===== src/rtl/wb_port_scheduler.sv =====
// wb_port_scheduler
//   Arbitrates the single register-file write port between the main pipeline
//   (primary: one write per cycle, cannot be backpressured) and a multi-cycle
//   side unit (secondary: late loads, IN, interrupt restore).
//   Secondary writes wait in a small FIFO. They drain on cycles with no
//   primary request. The grant decision is registered, so the wb_* outputs
//   describe the request made one cycle earlier.
//
//   Optional feature, selected by the macro WB_STARVE_GUARD_EN:
//     defined     - starve_cnt counts the cycles in which the FIFO head is
//                   denied. When it reaches STARVE_LIMIT the head is forced
//                   onto the port and pipe_stall holds the pipeline for that
//                   one slot.
//     not defined - no starvation counter and pipe_stall is tied low. The
//                   secondary queue drains only on idle primary cycles.
//
//   Handshake: a secondary request transfers on any rising edge where
//   s_valid && s_ready. s_ready is the registered "not full" flag. A pop in
//   the same cycle does not open a slot early. The side unit keeps s_rd and
//   s_data stable while s_valid is high and s_ready is low.
module wb_port_scheduler #(
  parameter int DATA_W       = 16,
  parameter int RA_W         = 3,
  parameter int FIFO_DEPTH   = 2,
  parameter int STARVE_LIMIT = 4
) (
  input  logic              clk,
  input  logic              rst,
  input  logic              p_valid,
  input  logic [1:0]        p_sel,
  input  logic [RA_W-1:0]   p_rd,
  input  logic              p_out_en,
  input  logic              s_valid,
  output logic              s_ready,
  input  logic [RA_W-1:0]   s_rd,
  input  logic [DATA_W-1:0] s_data,
  output logic              pipe_stall,
  output logic [1:0]        wb_sel,
  output logic [RA_W-1:0]   wb_rd,
  output logic              wb_we,
  output logic              wb_src,
  output logic [DATA_W-1:0] wb_data,
  output logic              outport_en
);

  localparam int PTR_W = (FIFO_DEPTH > 1) ? $clog2(FIFO_DEPTH) : 1;
  localparam int CNT_W = $clog2(FIFO_DEPTH + 1);
  localparam logic [CNT_W-1:0] FULL_CNT = CNT_W'(FIFO_DEPTH);

  typedef enum logic [1:0] {
    GNT_NONE = 2'd0,
    GNT_PRI  = 2'd1,
    GNT_SEC  = 2'd2
  } grant_e;

  grant_e grant;

  logic [RA_W-1:0]   q_rd   [FIFO_DEPTH];
  logic [DATA_W-1:0] q_data [FIFO_DEPTH];
  logic [PTR_W-1:0]  wr_ptr;
  logic [PTR_W-1:0]  rd_ptr;
  logic [CNT_W-1:0]  count;

  logic fifo_empty;
  logic fifo_full;
  logic push;
  logic pop;
  logic force_sec;

  assign fifo_empty = (count == '0);
  assign fifo_full  = (count == FULL_CNT);
  assign s_ready    = !fifo_full;
  assign push       = s_valid && s_ready;
  assign pop        = (grant == GNT_SEC);

`ifdef WB_STARVE_GUARD_EN
  localparam logic [3:0] LIMIT = 4'(STARVE_LIMIT);

  logic [3:0] starve_cnt;

  assign force_sec = !fifo_empty && (starve_cnt == LIMIT);

  // Count the consecutive cycles in which a waiting head is denied. The
  // count saturates at the limit and clears when the head pops or the
  // FIFO is empty.
  always_ff @(posedge clk or posedge rst) begin
    if (rst) begin
      starve_cnt <= '0;
    end else if (pop || fifo_empty) begin
      starve_cnt <= '0;
    end else if (starve_cnt != LIMIT) begin
      starve_cnt <= starve_cnt + 4'd1;
    end
  end
`else
  assign force_sec = 1'b0;
`endif

  // The pipeline stalls only when a forced secondary grant takes a slot
  // that the primary wanted.
  assign pipe_stall = force_sec && p_valid;

  // Port grant priority: forced secondary first, then primary, then
  // opportunistic secondary drain.
  always_comb begin
    grant = GNT_NONE;
    if (force_sec) begin
      grant = GNT_SEC;
    end else if (p_valid) begin
      grant = GNT_PRI;
    end else if (!fifo_empty) begin
      grant = GNT_SEC;
    end
  end

  // FIFO storage. Entries are not reset because they are only read while
  // count is non-zero.
  always_ff @(posedge clk) begin
    if (push) begin
      q_rd[wr_ptr]   <= s_rd;
      q_data[wr_ptr] <= s_data;
    end
  end

  // FIFO pointers and occupancy. Pointers wrap naturally because
  // FIFO_DEPTH is a power of two.
  always_ff @(posedge clk or posedge rst) begin
    if (rst) begin
      wr_ptr <= '0;
      rd_ptr <= '0;
      count  <= '0;
    end else begin
      if (push) begin
        wr_ptr <= wr_ptr + 1'b1;
      end
      if (pop) begin
        rd_ptr <= rd_ptr + 1'b1;
      end
      case ({push, pop})
        2'b10:   count <= count + 1'b1;
        2'b01:   count <= count - 1'b1;
        default: count <= count;
      endcase
    end
  end

  // Register the granted write so the mux, RF write and outport enable
  // line up one cycle after the request.
  always_ff @(posedge clk or posedge rst) begin
    if (rst) begin
      wb_we      <= 1'b0;
      wb_src     <= 1'b0;
      wb_sel     <= 2'b00;
      wb_rd      <= '0;
      wb_data    <= '0;
      outport_en <= 1'b0;
    end else begin
      case (grant)
        GNT_PRI: begin
          wb_we      <= 1'b1;
          wb_src     <= 1'b0;
          wb_sel     <= p_sel;
          wb_rd      <= p_rd;
          outport_en <= p_out_en;
        end
        GNT_SEC: begin
          wb_we      <= 1'b1;
          wb_src     <= 1'b1;
          wb_sel     <= 2'b01;
          wb_rd      <= q_rd[rd_ptr];
          wb_data    <= q_data[rd_ptr];
          outport_en <= 1'b0;
        end
        default: begin
          wb_we      <= 1'b0;
          wb_src     <= 1'b0;
          outport_en <= 1'b0;
        end
      endcase
    end
  end

endmodule

===== config.mk =====
export PLATFORM = sky130hd
export DESIGN_NAME = wb_port_scheduler
export DESIGN_NICKNAME = d
export VERILOG_FILES = /design/src/rtl/wb_port_scheduler.sv
export SDC_FILE = /design/constraint.sdc
export NUM_CORES = 1
export LEC_CHECK = 0
export BUFFER_PORTS_ARGS = -buffer_cell sky130_fd_sc_hd__buf_2
export CORE_MARGIN = 4
export CORE_UTILIZATION = 25
export DETAILED_ROUTE_END_ITERATION = 7
export PLACE_DENSITY = 0.49
export SYNTH_ARGS = -nofsm -noshare
export SYNTH_HDL_FRONTEND = slang
export SYNTH_SLANG_ARGS = --single-unit

===== constraint.sdc =====
create_clock -name clk -period 2.4 [get_ports clk]
set_input_delay 0.48 -clock clk [delete_from_list [all_inputs] [get_ports clk]]
set_output_delay 0.48 -clock clk [all_outputs]
set_load 0.1 [all_outputs]

==> results.txt <==
largest net degree at the start of global routing: 34
worst r2r dst: count[1]
crit path capture type: output pin
dpl hpwl: 3.09 mm
EDFF count, synth: 38
critical path required time: 1.92 ns
crit-path cells: nand2b_2, buf_2
unrepaired setup endpoints after global routing: no
H-tree level count: 3
grt total ovfl: 0
commonest cells in the netlist: edfxtp_1, dfrtp_1, nand2_1, mux2i_1, o21ai_1
placer congestion estimate: 0.635
worst reg-to-reg setup slack: 0.88 ns
Fmax achieved: 519 MHz
share of the synthesized area in the top cell type: 46.7%
vias: 1365
CTS Sinks: 66
Core Area: 9370 µm²
Post-CTS Hold Fix Bufs: 0
Seq/Total Area, Yosys: 75.4%
1st-pass router iterations: 4
Synth cell types: 25
Hold Crit Class: primary input to async pin
Worst Path Max Fanout: 7
Crit path max-delay family: flip-flops
Synth area leader: edfxtp_1
final max-slew violation count: 0
layout cells sized above 1: 33.9%
Worst Setup Path Type: flop to output pin
deepest clock path buffer count: 2
clock latency on the worst-skew pair: 0.33 ns
Die Y: 107 µm
CTS tree: built
period utilization: 80.3%
crit path time final: 1.93 ns
flops & latches, synth: 66
Via-to-Cell Ratio: 3.83
async set-reset flop share out of synthesis: 42.4%
Final Hold Viols: 0
post-route DRC violation count: 0
IO buf count: 53
Mapped Nets: 191
arrival time at the worst endpoint: 1.45 ns
die width: 107 µm
DR WL/cell: 12.8 µm
first-pass GRT wire length: 7.38 mm
P&R area growth vs syn: 25.1%
ys flop type: edfxtp_1
CP startpoint kind: flop
Post-Syn Area: 2440 µm²
row count: 35
syn_area_per_cell: 15.2 µm²
number of max-cap violations: 0
Buf/Inv on CP: 1
Routed Antenna Nets: 0
Die ar.: 11400 µm²
Setup TNS: 0 ns
final setup violating endpoints: 0
CTS clk-pin slew, worst paths: 0.07 ns
reg-to-reg startpoint: count[0]
Slowest cell on crit path: dfrtp_1
number of global-route vias before repair: 1446
clock buffer count from CTS: 9
Mapped Cells: 161
most common cell in the synthesized netlist: edfxtp_1
WL final: 4.57 mm
root buffer cell: clkbuf_8
Initial DRC Count: 65
initial core utilization: 26.0%
leading post-synthesis cells by cell area: edfxtp_1, dfrtp_1, mux2i_1
worst r2r path cells: 6
IO Pins: 55
ant diodes: 0
number of cells upsized or downsized after cts: 0
status: complete, no violations
Final nets: 252
antenna violations before repair: 0
CP peak stage delay: 0.50 ns
Syn. warnings: 0
Setup Skew: 0.00642 ns
GRT Overall Usage: 8.75%
Post-CTS Setup Bufs: 0
==> state kept, by name (all words and copies together), names as in the netlist <==
register	cells
count	2
outport_en	1
q_data	32
q_rd	6
rd_ptr	1
wb_data	16
wb_rd	3
wb_sel	2
wb_src	1
wb_we	1
wr_ptr	1
==> tightest hold or removal path, cell delays in order <==
cell	delay [ns]
buf_2	0.09
inv_1	0.04
buf_4	0.34
==> how the worst max path moves through the flow <==
stage                  start           end  slack (ns)  cells past startpoint
CTS                 count[0]       s_ready        0.44                      2
detailed placement  count[0]       s_ready        0.81                      2
global route        count[0]       s_ready        0.39                      2
floorplan           count[0]  q_data[0][0]        0.28                      4
global placement    count[0]       s_ready        0.83                      2
finish              count[0]       s_ready        0.47                      2
==> cell families (layout without fill, tap and decap cells) <==
kind of cell | after synthesis | after routing | share of synthesized area [%]
AND/OR/NAND/NOR | 35 | 35 | 6.41
buffers and inverters | 12 | 78 | 2.67
adder cells (fa/ha/maj) | 1 | 1 | 0.512
flip-flops | 66 | 66 | 75.4
other | 1 | 1 | 0.154
multiplexers | 16 | 16 | 6.56
AO/OA/AOI/OAI | 25 | 25 | 6.46
XOR/XNOR | 5 | 5 | 1.79
==> layout make-up <==
type                    count  area (µm²)
fillers                   978        6320
flip-flops and latches     66        1840
multi-input cells          83         539
repair buffers             58         303
well taps                 129         161
clock buffers              10         138
clock inverters             6        56.3
inverters                   4        15.0
==> cell usage in the layout (no fill, tap or decap), types with 2 or more instances in the layout <==
master    synthesis  final
edfxtp_1         38     38
o21ai_1          13     13
buf_4             3      5
inv_1             4      4
nor2_1            6      5
clkbuf_8          0     10
a211oi_1          3      3
nand2_1          21     21
clkinv_1          0      2
o31ai_1           3      3
xnor2_1           4      4
mux2i_1          16     16
o21ai_0           4      4
buf_2             4     53
dfrtp_1          28     28
nor2b_1           3      3
clkinv_2          0      2
==> through the flow <==
stage	setup slack (ns)	instance area [µm²]	std cells	hold slack (ns)	utilization [%]
after floorplan	0.281	2450	161	0.478	-
after detailed placement	0.814	2860	340	0.470	30.5
after global routing	0.390	3050	356	0.250	32.6
final	0.473	3050	356	0.215	32.6
after CTS	0.439	3050	356	0.213	32.6
after global placement	0.834	2860	340	0.464	30.5
==> layer usage <==
metal | track usage (%) | vias to the layer above | share of wire, %
met2 | 14.2 | 41 | 49
met5 | 0 | - | 0
met3 | 4.15 | 6 | 7.2
met1 | 10.1 | 630 | 42
li1 | - | 688 | -
met4 | 3.01 | 0 | 1.3
Power is not shown: default switching activity piles up to over one toggle a cycle in this logic, so the estimate is an artifact.
